$ cat src/rtl/xadc_pair_sampler.sv
// ============================================================================
// Module   : xadc_pair_sampler
// Brief    : On each XADC end-of-conversion, reads the switch and feed channels
//            over DRP and presents both 12-bit results as one valid/ready pair.
// Revision : 1.0 - initial release
// ============================================================================
`default_nettype none

module xadc_pair_sampler #(
  parameter logic [6:0] SWITCH_ADDR = 7'h10,
  parameter logic [6:0] FEED_ADDR   = 7'h11,
  parameter int         DRP_TIMEOUT = 64
) (
  input  logic        clk,
  input  logic        clr,
  input  logic        eoc,
  output logic        drp_den,
  output logic [6:0]  drp_daddr,
  input  logic [15:0] drp_do,
  input  logic        drp_drdy,
  output logic        pair_valid,
  input  logic        pair_ready,
  output logic [11:0] switch_sample,
  output logic [11:0] feed_sample,
  output logic [15:0] overrun_cnt,
  output logic        timeout_err
);

  typedef enum logic [2:0] {
    IDLE  = 3'd0,
    RD_SW = 3'd1,
    WT_SW = 3'd2,
    RD_FD = 3'd3,
    WT_FD = 3'd4
  } state_t;

  // The counter is zero in the first wait cycle, so the abandon decision lands
  // DRP_TIMEOUT-1 cycles after den and timeout_err shows DRP_TIMEOUT after it.
  localparam logic [7:0] C_LIMIT = 8'(DRP_TIMEOUT - 2);

  state_t      r_state;
  logic [7:0]  r_cnt;
  logic [11:0] r_sw_hold;
  logic        r_den;
  logic [6:0]  r_daddr;
  logic        r_timeout;
  logic        r_pair_valid;
  logic [11:0] r_switch;
  logic [11:0] r_feed;
  logic [15:0] r_overrun;

  logic        w_limit;
  logic        w_done;
  logic        w_load;
  logic        w_drop;
  logic        w_eoc_ovr;
  logic [16:0] w_sum;
  logic        w_unused;

  assign w_limit   = (r_cnt == C_LIMIT);
  assign w_done    = (r_state == WT_FD) && drp_drdy;
  assign w_load    = w_done && (!r_pair_valid || pair_ready);
  assign w_drop    = w_done && !w_load;
  assign w_eoc_ovr = eoc && (r_state != IDLE);
  assign w_sum     = {1'b0, r_overrun} + {16'd0, w_drop} + {16'd0, w_eoc_ovr};
  assign w_unused  = &{1'b0, drp_do[3:0]};

  always_ff @(posedge clk) begin
    if (clr) begin
      r_state   <= IDLE;
      r_cnt     <= '0;
      r_sw_hold <= '0;
      r_den     <= 1'b0;
      r_daddr   <= '0;
      r_timeout <= 1'b0;
    end else begin
      r_den     <= 1'b0;
      r_timeout <= 1'b0;
      case (r_state)
        IDLE: begin
          if (eoc) begin
            r_state <= RD_SW;
            r_den   <= 1'b1;
            r_daddr <= SWITCH_ADDR;
          end
        end
        RD_SW: begin
          r_cnt   <= '0;
          r_state <= WT_SW;
        end
        WT_SW: begin
          if (drp_drdy) begin
            r_sw_hold <= drp_do[15:4];
            r_state   <= RD_FD;
            r_den     <= 1'b1;
            r_daddr   <= FEED_ADDR;
          end else if (w_limit) begin
            r_timeout <= 1'b1;
            r_state   <= IDLE;
          end else begin
            r_cnt <= r_cnt + 8'd1;
          end
        end
        RD_FD: begin
          r_cnt   <= '0;
          r_state <= WT_FD;
        end
        WT_FD: begin
          if (drp_drdy) begin
            r_state <= IDLE;
          end else if (w_limit) begin
            r_timeout <= 1'b1;
            r_state   <= IDLE;
          end else begin
            r_cnt <= r_cnt + 8'd1;
          end
        end
        default: r_state <= IDLE;
      endcase
    end
  end

  // Single-entry output register; a completed pair that cannot be stored is dropped.
  always_ff @(posedge clk) begin
    if (clr) begin
      r_pair_valid <= 1'b0;
      r_switch     <= '0;
      r_feed       <= '0;
      r_overrun    <= '0;
    end else begin
      if (w_load) begin
        r_pair_valid <= 1'b1;
        r_switch     <= r_sw_hold;
        r_feed       <= drp_do[15:4];
      end else if (r_pair_valid && pair_ready) begin
        r_pair_valid <= 1'b0;
      end
      r_overrun <= w_sum[16] ? 16'hFFFF : w_sum[15:0];
    end
  end

  assign drp_den       = r_den;
  assign drp_daddr     = r_daddr;
  assign timeout_err   = r_timeout;
  assign pair_valid    = r_pair_valid;
  assign switch_sample = r_switch;
  assign feed_sample   = r_feed;
  assign overrun_cnt   = r_overrun;

endmodule

`default_nettype wire

$ cat config.mk
export PLATFORM = sky130hd
export DESIGN_NAME = xadc_pair_sampler
export DESIGN_NICKNAME = d
export VERILOG_FILES = /design/src/rtl/xadc_pair_sampler.sv
export SDC_FILE = /design/constraint.sdc
export NUM_CORES = 1
export LEC_CHECK = 0
export ABC_CLOCK_PERIOD_IN_PS = 3500
export CORE_UTILIZATION = 49
export CTS_BUF_LIST = sky130_fd_sc_hd__clkbuf_16
export DETAILED_ROUTE_END_ITERATION = 8
export PLACE_DENSITY = 0.83
export SYNTH_ARGS = -nofsm -noshare
export SYNTH_HDL_FRONTEND = slang
export SYNTH_SLANG_ARGS = --single-unit
$ cat constraint.sdc
create_clock -name clk -period 3.5 [get_ports clk]
set_input_delay 0.875 -clock clk [delete_from_list [all_inputs] [get_ports clk]]
set_output_delay 0.875 -clock clk [all_outputs]
set_load 0.02 [all_outputs]
; After elaboration in Yosys (flattened, before gate mapping)
; Index checks and enable logic that the tools add are counted.
[word_totals]
ff_bits = 73
inputBits = 21
word_cells = 60
[classes]
n_reduce_logical = 19
addsub = 3
bitwise_logic = 1
eq_ne = 9
n_mux = 18
[op_table]
columns = operator, n
row1 = $add A16 B1 Y17, 1
row2 = $add A17 B1 Y17, 1
row3 = $mux W16, 1
row4 = $mux W8, 2
row5 = $pmux W8 S2, 1
row6 = $pmux W3 S5, 1
row7 = $mux W7, 2
row8 = $pmux W7 S2, 1
row9 = $mux W3, 4
row10 = $add A8 B1 Y8 const B, 1
row11 = $eq A8 B6 Y1 const B, 1
row12 = $ne A2 B2 Y1 const B, 4
row13 = $eq A3 B2 Y1 const B, 2
row14 = $reduce_and A3 Y1, 2
row15 = $reduce_bool A2 Y1, 3
row16 = $logic_and A1 B1 Y1, 5
row17 = $mux W1, 5
row18 = $reduce_or A2 Y1, 2
row19 = $eq A3 B1 Y1 const B, 1
row20 = $eq A3 B3 Y1 const B, 1
row21 = $logic_not A3 Y1, 1
row22 = $reduce_bool A3 Y1, 1
row23 = $reduce_or A3 Y1, 1
row24 = $logic_not A1 Y1, 2
row25 = 4 further kinds, 4

; Longest topological paths before layout
; Gate-level depths: netlist (run 1).
[depth]
depth_word = 8
mapped_depth = 11

; Worst setup path before layout (run 1)
; Ideal clock, no wire load.
[synth_path]
kind = input port to flip-flop
start = input port drp_drdy
end = register r_overrun[2], in the netlist overrun_cnt[2]
required_time_ns = 3.430
arrival_ns = 2.632
slack_ns = 0.798
path_buffers = 2
cell_stages = 9
path_cell_list = clkbuf_1 nand2_1 nor2_1 fa_1 ha_1 nand4_1 or3_1 buf_6 a21oi_1
[synth_between]
elab_chain_cells = 7
[synth_lines]
columns = element, line_no
row1 = from (decl), 20  ; input logic drp_drdy,
row2 = $logic_and A1 B1 Y1 (*), 61  ; assign w_done = (r_state == WT_FD) && drp_drdy;
row3 = $logic_and A1 B1 Y1, 62  ; assign w_load = w_done && (!r_pair_valid || pair_ready);
row4 = $logic_not A1 Y1, 63  ; assign w_drop = w_done && !w_load;
row5 = $logic_and A1 B1 Y1 (*), 63
row6 = $add A16 B1 Y17 (*), 65  ; assign w_sum = {1'b0, r_overrun} + {16'd0, w_drop} + {16'd0, w_eoc_ovr};
row7 = $add A17 B1 Y17 (*), 65
row8 = $mux W16 (*), 138  ; r_overrun <= w_sum[16] ? 16'hFFFF : w_sum[15:0];
row9 = to (signal assigned), 138
row10 = to (decl), 50  ; logic [15:0] r_overrun;
; Every way passes the cells marked *; elsewhere a longest branch is shown, timed or not.
; A chain may end at the register's enable or synchronous reset.

; Final worst setup path (run 1)
[layout_path]
start = input port drp_drdy
end = register r_overrun[1], in the netlist overrun_cnt[1]
; The elaborated chain is that of the path after synthesis.

==> results of run 1 <==
[registers in the layout, indices dropped and copies added (netlist names)]
register and cells:
feed_sample 12, r_state 3, r_cnt 8, r_sw_hold 12, pair_valid 1, drp_daddr 2, overrun_cnt 16, drp_den 1
switch_sample 12, timeout_err 1
[worst paths after layout]
| check | start | end | cells past startpoint |
|---|---|---|---|
| worst max-delay path | drp_drdy | overrun_cnt[1] | 8 |
| worst min-delay path | feed_sample[5] | feed_sample[5] | 2 |
| worst max register to register | r_state[2] | overrun_cnt[1] | 9 |
| worst min register to register | feed_sample[5] | feed_sample[5] | 2 |
[layout make-up]
| cell class | instances | area, µm² |
|---|---|---|
| flip-flops and latches | 68 | 1360 |
| multi-input cells | 244 | 1340 |
| clock inverters | 7 | 75.1 |
| repair buffers | 66 | 643 |
| well taps | 72 | 90.1 |
| inverters | 6 | 22.5 |
| fillers | 451 | 1780 |
| clock buffers | 9 | 225 |
[placed cells by master (no fill, tap or decap), drive strengths merged, types with 3 or more instances in the layout]
| master | synthesis | routed |
|---|---|---|
| buf | 14 | 6 |
| clkbuf | 12 | 9 |
| xor2 | 4 | 4 |
| nand2 | 84 | 84 |
| dfxtp | 68 | 68 |
| and4 | 3 | 3 |
| clkdlybuf4s50 | 0 | 60 |
| clkinv | 0 | 5 |
| inv | 6 | 7 |
| xnor2 | 8 | 8 |
| nor2b | 3 | 3 |
| conb | 1 | 5 |
| nand3 | 7 | 7 |
| nor2 | 20 | 20 |
| nand4 | 3 | 3 |
| ha | 3 | 3 |
| a21oi | 55 | 55 |
| mux2 | 3 | 3 |
| and3 | 7 | 7 |
| nor3 | 4 | 4 |
| a31oi | 3 | 3 |
| a31o | 4 | 4 |
[worst max-delay path: stages]
cell             delay, ps
clkdlybuf4s50_1        510
nand2_1                 90
nor2_1                 230
fa_1                   240
ha_1                   240
nand4_1                130
or3_1                  600
a21oi_1                220
[kinds of logic (layout without fill, tap and decap cells)]
kind of cell / after synthesis / in the layout / synth area share [%]
simple gates: 143 / 143 / 22.7
compound gates: 75 / 75 / 16.1
flops: 68 / 68 / 47.8
buf+inv: 32 / 88 / 5.63
xor+xnor: 12 / 12 / 3.69
mux: 5 / 5 / 1.89
fa+ha+maj: 4 / 4 / 2.02
other cells: 1 / 5 / 0.132
[stage by stage]
stage	hold slack (ps)	instances	worst slack [ps]	util (%)	cell area (µm²)
after CTS	451	472	589	67.8	3760
final	452	472	610	67.8	3760
after global routing	471	472	390	67.8	3760
after detailed placement	445	456	294	62.4	3460
after global placement	435	456	359	62.4	3460
after floorplan	432	344	798	-	2860
[routing by layer]
| metal | vias up | GRT usage, % | part of all wire (%) | routed length, µm |
|---|---|---|---|---|
| met5 | - | 0 | 0 | 0 |
| met2 | 61 | 35.9 | 48 | 2930 |
| met3 | 15 | 6.86 | 7.0 | 425 |
| met1 | 1121 | 25.4 | 43 | 2610 |
| met4 | 0 | 10.6 | 2.4 | 145 |
| li1 | 1252 | - | - | - |
[power by group]
group | internal, mW | switching, mW
Sequential | 0.787 | 0.0129
Combinational | 0.0471 | 0.0578
Clock | 0.554 | 0.343
Total | 1.39 | 0.414
==> impl_metrics.py, run 1 <==
metrics = {
    "outcome": {
        "status": "completed",
    },
    "sta": {
        "setup_violations": 0,
        "final.min_clock_period_ps": 2890,
        "finalHoldViolations": 0,
        "post-route-period-util_pct": 82.6,
        "fin_worst_skew_ps": 2.87,
        "maxSlewViolCount": 0,
        "rsz0062_at_grt": "no",
        "max_freq_mhz": 346,
        "timing.setup.tns_ps": 0,
        "relSlewSlack_pct": 58.2,
        "tightest_slew_ps": 628,
    },
    "die": {
        "initial_utilization_pct": 51.4,
        "num_io_pins": 71,
        "dieArea_um2": 6120,
        "die_x_um": 78.2,
        "die_y_um": 78.2,
        "coreArea_um2": 5540,
        "rows": 27,
    },
    "cts": {
        "clkLatencyLatePin_ps": 330,
        "cts_made_buffers": 9,
        "clock-sinks": 68,
        "cts.htree.levels": 3,
        "clk_pin_slew_ps": 60,
        "postCtsSetupBuffers": 0,
        "cts-root-buf": "clkbuf_16",
        "cts_buffer_depth": 2,
        "cts_resized": 0,
        "cts_tree": "yes",
        "ctsHoldBuffers": 0,
    },
    "drt": {
        "viasPerCell": 5.19,
        "first_pass_iters": 4,
        "drc": 0,
        "drtIter0Drc": 141,
        "post_drt_wl_per_cell_um": 13.0,
        "wirelength_um": 6110,
        "drtAntennaViolNets": 0,
        "vias": 2449,
    },
    "yosys": {
        "yosysMostFrequentCell": "nand2_1",
        "synth_commonest_cells": "84 x nand2_1, 68 x dfxtp_1, 54 x a21oi_1",
        "ys_ff_latch": 68,
        "synth_flop_cell": "dfxtp_1",
        "yosysTopAreaCellShare_pct": 47.8,
        "synthTopCellsByArea": "dfxtp_1 48%, nand2_1 11%, a21oi_1 9.5%",
        "synthDistinctLibCells": 45,
        "syn_inst": 340,
        "synthArstFlopShare_pct": 0,
        "synth_edf_count": 0,
        "syn-cell-area_um2": 2850,
        "synth_top_area_cell": "dfxtp_1",
        "avgSynthCellArea_um2": 8.37,
        "yosys_warnings": 0,
        "synth-seq-area-share_pct": 47.8,
    },
    "critical_path": {
        "path_max_fanout": 13,
        "required_ps": 3750,
        "worstPathArrival_ps": 3140,
        "timing.critical_path.from_type": "primary input",
        "path_class": "primary input to flop",
        "r2r_slack_ps": 700,
        "worstSetupEndpointType": "flop",
    },
    "cells_and_area": {
        "diodes": 0,
        "layout.nets": 420,
        "areaGrowthSynthToFinish_pct": 32.0,
        "drive_above_1_share_pct": 9.00,
    },
    "grt": {
        "grt_pass1_vias": 2310,
        "grt_max_degree": 37,
        "grt_overflow_total": 0,
        "grt_usage_pct": 21.7,
        "grt_pass1_wl_um": 10400,
        "antenna_found_initial": 0,
    },
    "power_and_ir_drop": {
        "peakVddDrop_v": 0.000395,
        "p_leak_nw": 1.37,
        "finalPower_mw": 1.80,
        "powerDensity_nw_per_um2": 480,
    },
    "place": {
        "dp_hpwl_um": 4130,
        "gp_congestion": 0.816,
        "port_buffers": 61,
    },
    "run": {
        "drv_cap": 0,
    },
    "hold_path": {
        "hold_path_class": "flop to flop",
    },
}
No activity file was read; power rests on OpenSTA's default activity.
==> run 2, diff against run 1 <==
==> config.mk (replaced) <==
export PLATFORM = sky130hd
export DESIGN_NAME = xadc_pair_sampler
export DESIGN_NICKNAME = d
export VERILOG_FILES = /design/src/rtl/xadc_pair_sampler.sv
export SDC_FILE = /design/constraint.sdc
export NUM_CORES = 1
export LEC_CHECK = 0
export ABC_CLOCK_PERIOD_IN_PS = 2400
export CORE_UTILIZATION = 44
export CTS_BUF_LIST = sky130_fd_sc_hd__clkbuf_16
export DETAILED_ROUTE_END_ITERATION = 8
export PLACE_DENSITY = 0.79
export SYNTH_ARGS = -nofsm -noshare
export SYNTH_HDL_FRONTEND = slang
export SYNTH_SLANG_ARGS = --single-unit
==> constraint.sdc (replaced) <==
create_clock -name clk -period 2.4 [get_ports clk]
set_input_delay 0.6 -clock clk [delete_from_list [all_inputs] [get_ports clk]]
set_output_delay 0.6 -clock clk [all_outputs]
set_load 0.02 [all_outputs]
==> impl_metrics.py, run 2 (same netlist as run 1, synthesis figures left out) <==
metrics = {
    "outcome": {
        "status": "completed",
    },
    "drt": {
        "vias": 2582,
        "wirelength_um": 6880,
        "drtIter0Drc": 138,
        "first_pass_iters": 4,
        "drc": 0,
        "post_drt_wl_per_cell_um": 14.0,
        "viasPerCell": 5.25,
        "wl_met1_um": 2950,
        "highest_layer": "met4",
        "wl_met2_um": 3340,
        "wl_met3_um": 473,
        "drtAntennaViolNets": 0,
    },
    "cts": {
        "cts_made_buffers": 9,
        "cts_tree": "yes",
        "postCtsSetupBuffers": 0,
        "clock-sinks": 68,
        "cts.htree.levels": 3,
        "cts-root-buf": "clkbuf_16",
        "clkLatencyLatePin_ps": 330,
        "cts_buffer_depth": 2,
        "clk_pin_slew_ps": 50,
        "ctsHoldBuffers": 0,
    },
    "cells_and_area": {
        "final_cell_mix": "83 x nand2_1, 68 x dfxtp_1, 59 x clkdlybuf4s50_1",
        "n_fill_cell": 522,
        "layout.nets": 437,
        "largest_register_ffs": 16,
        "diodes": 0,
        "drive_above_1_share_pct": 15.1,
        "areaGrowthSynthToFinish_pct": 38.1,
        "final_common_cell": "nand2_1",
    },
    "power_and_ir_drop": {
        "powerDensity_nw_per_um2": 666,
        "peakVddDrop_v": 0.000594,
        "p_leak_nw": 1.46,
    },
    "die": {
        "num_io_pins": 71,
        "rows": 28,
        "initial_utilization_pct": 46.9,
        "coreArea_um2": 6060,
        "die_x_um": 82.4,
        "die_y_um": 82.4,
        "dieArea_um2": 6790,
    },
    "sta": {
        "maxSlewViolCount": 0,
        "max_freq_mhz": 429,
        "final.min_clock_period_ps": 2330,
        "finalHoldViolations": 0,
        "fin_worst_skew_ps": 4.23,
        "fin_ws_ps": 71.6,
        "post-route-period-util_pct": 97.0,
        "rsz0062_at_grt": "yes",
        "whs_ps": 448,
        "setup_violations": 0,
    },
    "critical_path": {
        "r2r_start": "r_state[2]",
        "path_max_fanout": 7,
        "r2r_slack_ps": 130,
        "r2r_cells": 10,
        "timing.critical_path.from_type": "primary input",
        "required_ps": 2660,
        "worstPathArrival_ps": 2590,
        "worstSetupEndpointType": "flop",
        "path_class": "primary input to flop",
        "worstReg2RegEnd": "overrun_cnt[1]",
    },
    "grt": {
        "grt_max_degree": 29,
        "grt_usage_pct": 21.9,
        "grt_pass1_vias": 2430,
        "grt_overflow_total": 0,
        "grt_pass1_wl_um": 11100,
        "antenna_found_initial": 0,
    },
    "place": {
        "dp_slack_ps": -362,
        "port_buffers": 61,
        "gp_congestion": 0.796,
        "dp_hpwl_um": 4470,
    },
    "hold_path": {
        "holdCritStartpoint": "r_sw_hold[11]",
        "whs_path_depth": 2,
        "hold_path_class": "flop to flop",
        "whs_endpoint": "switch_sample[11]",
    },
    "run": {
        "drv_cap": 0,
    },
}
run 2: cell types whose count changed in the layout (fill, tap and decap cells not counted), moves of 2 or more:
cell | before | now
buf_4 | 5 | 22
clkinv_4 | 3 | 0
a21oi_1 | 54 | 52
a21oi_2 | 0 | 2
clkinvlp_4 | 0 | 2
nor2_1 | 20 | 18
run 2: per-stage QoR:
step,cells,setup TNS (ps),util [%],power [mW],instance area [µm²]
after global placement,476,-5050,59.2,1.35,3590
final,492,0,64.8,2.62,3930
after global routing,492,-486,64.8,2.71,3930
after CTS,492,0,64.1,2.63,3880
after floorplan,344,0,-,1.29,2860
after detailed placement,476,-6360,59.2,1.35,3590
run 2: how the worst max path moves through the flow:
stage | end | slack (ps) | depth (start not counted) | startpoint
6_report | overrun_cnt[1] | 70 | 9 | pair_ready
5_1_grt | overrun_cnt[2] | -60 | 9 | pair_ready
4_1_cts | overrun_cnt[11] | 40 | 9 | drp_drdy
3_5_place_dp | overrun_cnt[1] | -360 | 9 | drp_drdy
3_3_place_gp | overrun_cnt[15] | -290 | 9 | drp_drdy
2_1_floorplan | overrun_cnt[2] | 70 | 9 | drp_drdy
run 2: power by group:
| part | internal, mW | switching, mW |
|---|---|---|
| combinational | 0.0762 | 0.0978 |
| clock | 0.799 | 0.485 |
| sequential | 1.15 | 0.0122 |
run 2: metal layers:
layer | vias to the layer above | GRT usage (%)
li1 | 1292 | -
met1 | 1186 | 26.5
met2 | 89 | 35.3
met3 | 15 | 7.69
met4 | 0 | 8.95
met5 | - | 0
run 2: area by class of cell:
type / count / area, µm² / area share, %
multi-input combinational: 244 / 1390 / 35.3
clock inverter: 7 / 67.6 / 1.72
clock buffer: 9 / 225 / 5.73
tap: 75 / 93.8 / 2.39
sequential: 68 / 1360 / 34.6
timing repair buffer: 83 / 773 / 19.7
inverter: 6 / 22.5 / 0.573
run 2: timing repair:
item	CTS	global route
hold endpoints to repair	0	0
resized for setup	1	12
endpoints found under the setup margin	6	16
gates cloned	0	0
pin swaps	0	2
run 2: critical path, stage by stage:
cell and delay (ps):
clkdlybuf4s50_1 400, nand2b_4 150, nor2_4 140, fa_2 230
ha_2 180, nand4_1 150, or3_4 420, buf_4 170
a21oi_1 140
==> RTL edit 1: new RTL, settings of run 1 <==
The parameter `DRP_TIMEOUT` goes from 64 to 48.
--- a/src/rtl/xadc_pair_sampler.sv
+++ b/src/rtl/xadc_pair_sampler.sv
@@ -9,7 +9,7 @@
 module xadc_pair_sampler #(
   parameter logic [6:0] SWITCH_ADDR = 7'h10,
   parameter logic [6:0] FEED_ADDR   = 7'h11,
-  parameter int         DRP_TIMEOUT = 64
+  parameter int         DRP_TIMEOUT = 48
 ) (
   input  logic        clk,
   input  logic        clr,
Check against the original RTL: same outputs for any inputs over 10 cycles, from zero or initial values; that may be too few to reach the edited logic, so the function may still have changed.
==> RTL edit 1 against run 1 <==
  * Total power fell by 1.0%
  * Cell count rose by 2.8%
  * Worst hold slack improved by 0.0017 ns
  * Worst setup slack got worse by 0.28 ns
  * Sequential cell count did not move
  * Global-route usage rose by 1.7 points
  * Maximum frequency fell by 8.9%
  * Cell area rose by 2.0%
  * Synthesized cell count rose by 3.2%
  * Count of clock-buffer cells in the layout did not move
  * Synthesized area rose by 1.8%
  * Clock skew rose by 0.0041 ns
  * Die area rose by 1.8%
  * Wire length rose by 11%
  * Critical path type unchanged
==> RTL edit 1: results (changes against run 1) <==
Parameter                              Value

Pwr
  Worst-case vdd ir drop ... 303 µV (-23%)
  Cell internal pwr ... 1.38 mW (-0.62%)
  Leakage component of the power ... 1.31 nW (-4.2%)

Clocking
  Clock Latency Late Sink ... 0.33 ns (about the same)
  Number of resized instances in the post-cts repair step ... 0 (unchanged)
  Buffers from clock root to sink, at most ... 2 (unchanged)
  Number of levels in the clock H-tree ... 3 (unchanged)
  Inserted Clock Buffers ... 9 (unchanged)
  Worst-path clk slew ... 0.05 ns
  Cell at the root of the clock tree ... sky130_fd_sc_hd__clkbuf_16
  Postcts setup bufs ... 0 (unchanged)

Worst setup path
  Slowest stage delay, CP ... 0.53 ns (-0.07 ns)
  Length in cells of the worst reg-to-reg path ... 9 (unchanged)
  Worst-path fanout max ... 3 (-10)
  Critical-path top delay cell ... sky130_fd_sc_hd__or4b_1

Global route
  Via count of the first global-routing pass ... 2439 (+5.6%)
  GR met3 Demand/Resource ... 0.0552 (-0.0134)
  Global Route met1 Usage ... 0.286 (+0.0317)
  Antenna violations before repair ... 0 (unchanged)
  Wire length of the first global-routing pass ... 11300 µm (+9.4%)
  Pin count of the biggest net entering global routing ... 38 (+2.7%)
  GRT Total Usage ... 0.234 (+0.0165)
  Global-route met2 utilization ... 0.394 (+0.0351)

Layout
  Fraction of layout cells with a size suffix above 1 ... 0.0605 (-0.0295)
  Nets@finish ... 433 (+3.1%)
  Post-Layout Cell Count ... 485 (+2.8%)
  Number of antenna diodes ... 0 (unchanged)
  Largest register FFs ... 16 (unchanged)

Place
  Count of input and output buffers ... 61 (unchanged)
  Placed instance count ... 469 (+2.9%)
  Placed standard-cell area ... 3540 µm² (+2.5%)
  Placement-stage worst setup slack ... 0.0178 ns (-0.276 ns)
  Detailed-placement wirelength estimate ... 4440 µm (+7.6%)
  GP Congestion ... 0.919 (+13%)

Synthesis
  Cell variety after synth ... 46 (+2.2%)
  Warning count from the yosys run ... 0 (unchanged)
  Most common library cells after synthesis ... sky130_fd_sc_hd__nand2_1, sky130_fd_sc_hd__dfxtp_1, sky130_fd_sc_hd__a21oi_1
  Proportion of register bits with asynchronous set or reset after synthesis ... 0 (unchanged)
  Number of flops mapped to enable cells by yosys ... 0 (unchanged)
  Seq/Total Area, Yosys ... 0.470 (-0.00847)
  Dominant cells by area after synthesis ... sky130_fd_sc_hd__dfxtp_1, sky130_fd_sc_hd__nand2_1, sky130_fd_sc_hd__a21oi_1
  Synthesized netlist cell count ... 351 (+3.2%)

Worst hold path
  Worst min-delay path class ... register to register
  Worst Hold Path Cells ... 2 (unchanged)

Timing
  Worst-Margin Slew ... 0.719 ns (+0.0909 ns)
  Clock Skews ... 0.00694 ns (+0.00407 ns)
  Number of max-slew violations in the final report ... 0 (unchanged)

Detailed routing
  Count of routing violations after the opening detailed-route iteration ... 180 (+28%)
  Total wire length after detailed routing ... 6780 µm (+11%)
  Number of iterations in the first detailed-routing pass ... 4 (unchanged)
  Via-to-Cell Ratio ... 5.36 (+3.4%)

Die
  Placement Rows ... 27 (unchanged)

Run status
  Outcome ... complete, no violations
## RTL edit 1: cell count changes in the layout (fill, tap and decap cells not counted), sizes merged, moves of 3 or more
cell | run 1 | this run
and3 | 7 | 4
a31o | 4 | 0
nor2 | 20 | 11
nand3 | 7 | 13
mux2i | 2 | 9
or3 | 2 | 6
nand4 | 3 | 6
a31oi | 3 | 0
mux2 | 3 | 0
## RTL edit 1: layout make-up
cell class | instances | area, µm²
repair buffers | 68 | 658
inverters | 8 | 30.0
flip-flops and latches | 68 | 1360
clock buffers | 9 | 225
clock inverters | 7 | 66.3
well taps | 72 | 90.1
fillers | 422 | 1780
multi-input cells | 253 | 1400
## RTL edit 1: cells by family (layout without fill, tap and decap cells)
logic type / count (synthesis) / after routing / share of synthesized area
other cells: 1 / 5 / 0.00129
flops: 68 / 68 / 0.470
simple gates: 152 / 152 / 0.250
fa+ha+maj: 4 / 4 / 0.0199
mux: 9 / 9 / 0.0311
buf+inv: 34 / 92 / 0.0514
compound gates: 72 / 72 / 0.143
xor+xnor: 11 / 11 / 0.0333
## RTL edit 1: critical path: cells and delay by family
| kind | cells | cell delay [ns] |
|---|---|---|
| buffers and inverters | 1 | 0.49 |
| AO/OA/AOI/OAI | 1 | 0.14 |
| adder cells (fa/ha/maj) | 2 | 0.43 |
| AND/OR/NAND/NOR | 5 | 1.45 |
## RTL edit 1: path summary, 6_finish.rpt
check	start	endpoint	slack (ns)
setup / recovery	drp_drdy	overrun_cnt[14]$_SDFF_PP0_	0.33
hold / removal	switch_sample[7]$_SDFFE_PP0P_	switch_sample[7]$_SDFFE_PP0P_	0.45
setup reg to reg	r_state[1]$_SDFFE_PP0P_	overrun_cnt[14]$_SDFF_PP0_	0.70
hold reg to reg	switch_sample[7]$_SDFFE_PP0P_	switch_sample[7]$_SDFFE_PP0P_	0.45
## RTL edit 1: power groups by stage
| stage | Combinational (mW) | Sequential, mW | Clock, mW |
|---|---|---|---|
| after floorplan | 0.0669 | 0.816 | 0 |
| after global placement | 0.107 | 0.815 | 0 |
| after detailed placement | 0.108 | 0.815 | 0 |
| after CTS | 0.109 | 0.799 | 0.883 |
| after global routing | 0.120 | 0.801 | 0.922 |
| final | 0.109 | 0.799 | 0.875 |
## RTL edit 1: per-stage QoR
stage	power (mW)	hold WS (ns)
floorplan	0.883	0.432
detailed placement	0.923	0.440
global placement	0.922	0.435
global route	1.84	0.469
CTS	1.79	0.455
finish	1.78	0.454
## RTL edit 1: layer usage
layer  part of all wire  vias to the layer above
met5                  0                        -
met4              0.012                        0
met2               0.50                       69
met3              0.046                       10
li1                   -                     1309
met1               0.44                     1214
==> RTL edit 2: new RTL, config.mk and constraints of run 1 <==
Made on the original files. Encoding of `state_t`: now Gray code (3 bits for 5 states).
--- a/src/rtl/xadc_pair_sampler.sv
+++ b/src/rtl/xadc_pair_sampler.sv
@@ -27,11 +27,11 @@
 );
 
   typedef enum logic [2:0] {
-    IDLE  = 3'd0,
-    RD_SW = 3'd1,
-    WT_SW = 3'd2,
-    RD_FD = 3'd3,
-    WT_FD = 3'd4
+    IDLE  = 3'b000,
+    RD_SW = 3'b001,
+    WT_SW = 3'b011,
+    RD_FD = 3'b010,
+    WT_FD = 3'b110
   } state_t;
 
   // The counter is zero in the first wait cycle, so the abandon decision lands
Function: same outputs for any inputs over 10 cycles, from zero or initial values; not proved beyond that.
==> RTL edit 2 against run 1 <==
  * Wire length is 9.7% higher
  * Synthesized cell count increased by 2.1%
  * Worst setup slack better by 0.033 ns
  * Die area is 1.2% higher
  * Cell area rose by 1.7%
  * Clock power down 0.7%
  * Sequential cell count unchanged
  * Global-route usage is 1.3 points higher
  * Total power barely moved
  * Sequential share of layout area is 0.62 points lower
  * Synthesized area rose by 1.3%
  * Count of clock-buffer cells in the layout stayed put
==> RTL edit 2: results (changes against run 1) <==
Parameter                              Value

Synthesis
  Most common library cells after synthesis ... sky130_fd_sc_hd__nand2_1, sky130_fd_sc_hd__dfxtp_1, sky130_fd_sc_hd__a21oi_1
  Seq/Total Area, Yosys ... 0.472 (-0.00602)
  Post-synthesis average cell area ... 8.30 µm² (-0.77%)
  Synth Area in Adders ... 0.0200 (-0.000255)
  Share of the synthesized area in compound gates (AO/OA/AOI/OAI) ... 0.168 (+0.00709)
  Xor/xnor share of the synthesized area ... 0.0395 (+0.00257)
  Dominant cells by area after synthesis ... sky130_fd_sc_hd__dfxtp_1, sky130_fd_sc_hd__nand2_1, sky130_fd_sc_hd__a21oi_1
  Cell variety after synth ... 48 (+6.7%)
  Multiplexer fraction of the synthesized cell area ... 0 (-0.0189)

Layout
  Fraction of layout cells with a size suffix above 1 ... 0.0751 (-0.0149)
  Filler Cell Count ... 440 (-2.4%)

Place
  Placement-stage worst setup slack ... 0.306 ns (+0.0118 ns)
  Detailed-placement wirelength estimate ... 4350 µm (+5.4%)
  Placed standard-cell area ... 3530 µm² (+2.1%)

Worst setup path
  Slowest stage delay, CP ... 0.49 ns (-0.11 ns)
  Data arrival, critical path ... 3.06 ns (-0.08 ns)
  Worst-path fanout max ... 4 (-9)

Detailed routing
  Via-to-Cell Ratio ... 5.48 (+5.5%)
  Number of iterations in the first detailed-routing pass ... 5 (+1)
  Count of routing violations after the opening detailed-route iteration ... 164 (+16%)

Global route
  GRT Total Usage ... 0.230 (+0.0133)
  Pin count of the biggest net entering global routing ... 34 (-8.1%)
  Via count of the first global-routing pass ... 2418 (+4.7%)

Run status
  Outcome ... complete, no violations

Pwr
  Worst-case vdd ir drop ... 389 µV (-1.6%)
  Leakage component of the power ... 1.34 nW (-2.4%)
  Switching part of the total power ... 0.234 (+0.00403)

Timing
  Worst rel slew slack ... 0.636 (+0.0547)
  Clock Skews ... 0.00554 ns (+0.00268 ns)

Clocking
  Worst-path clk slew ... 0.06 ns (about the same)
==> RTL edit 2: routing by layer <==
| layer | share of wire | up-vias | wire length, µm | GRT usage |
|---|---|---|---|---|
| li1 | - | 1299 | - | - |
| met1 | 0.41 | 1228 | 2780 | 0.274 |
| met2 | 0.49 | 109 | 3280 | 0.370 |
| met3 | 0.070 | 20 | 470 | 0.0581 |
| met4 | 0.027 | 0 | 181 | 0.144 |
| met5 | 0 | - | 0 | 0 |
==> RTL edit 2: final cells by class <==
cell class                 instances  share of cell area
tap                               72              0.0236
sequential                        68               0.356
timing repair buffer              70               0.176
clock inverter                     7              0.0180
inverter                           8             0.00786
multi-input combinational        251               0.359
clock buffer                       9              0.0589
==> RTL edit 2: worst max-delay path: cells and delay by family <==
kind | cells | cell delay [ns]
AO/OA/AOI/OAI | 1 | 0.26
adder cells (fa/ha/maj) | 2 | 0.52
buffers and inverters | 2 | 0.65
AND/OR/NAND/NOR | 4 | 0.74
==> RTL edit 2: power groups by stage <==
stage,Sequential (mW),Combinational (mW),Clock (mW)
final,0.803,0.109,0.891
after global routing,0.805,0.119,0.937
after CTS,0.803,0.109,0.902
after detailed placement,0.819,0.107,0
after global placement,0.819,0.106,0
after floorplan,0.817,0.0687,0
==> RTL edit 2: path summary, 6_finish.rpt <==
| check | endpoint | slack, ns | start |
|---|---|---|---|
| max reg2reg | overrun_cnt[14]$_SDFF_PP0_ | 0.83 | r_state[0]$_SDFFE_PP0P_ |
| min | switch_sample[7]$_SDFFE_PP0P_ | 0.45 | r_sw_hold[7]$_SDFFE_PP0P_ |
| max | overrun_cnt[14]$_SDFF_PP0_ | 0.64 | eoc |
| min reg2reg | switch_sample[7]$_SDFFE_PP0P_ | 0.45 | r_sw_hold[7]$_SDFFE_PP0P_ |
==> RTL edit 2: logic make-up after synthesis <==
| family | after synthesis |
|---|---|
| other | 1 |
| AOI/OAI and AO/OA | 83 |
| DFF | 68 |
| xor gates and xnor gates | 13 |
| adders and majority gates | 4 |
| and+or+nand+nor | 146 |
| buffers and inverters | 32 |
==> RTL edit 2: stage by stage <==
step | util | cells
6_report | 0.686 | 485
5_1_grt | 0.686 | 485
4_1_cts | 0.686 | 485
3_5_place_dp | 0.633 | 469
3_3_place_gp | 0.633 | 469
2_1_floorplan | - | 351
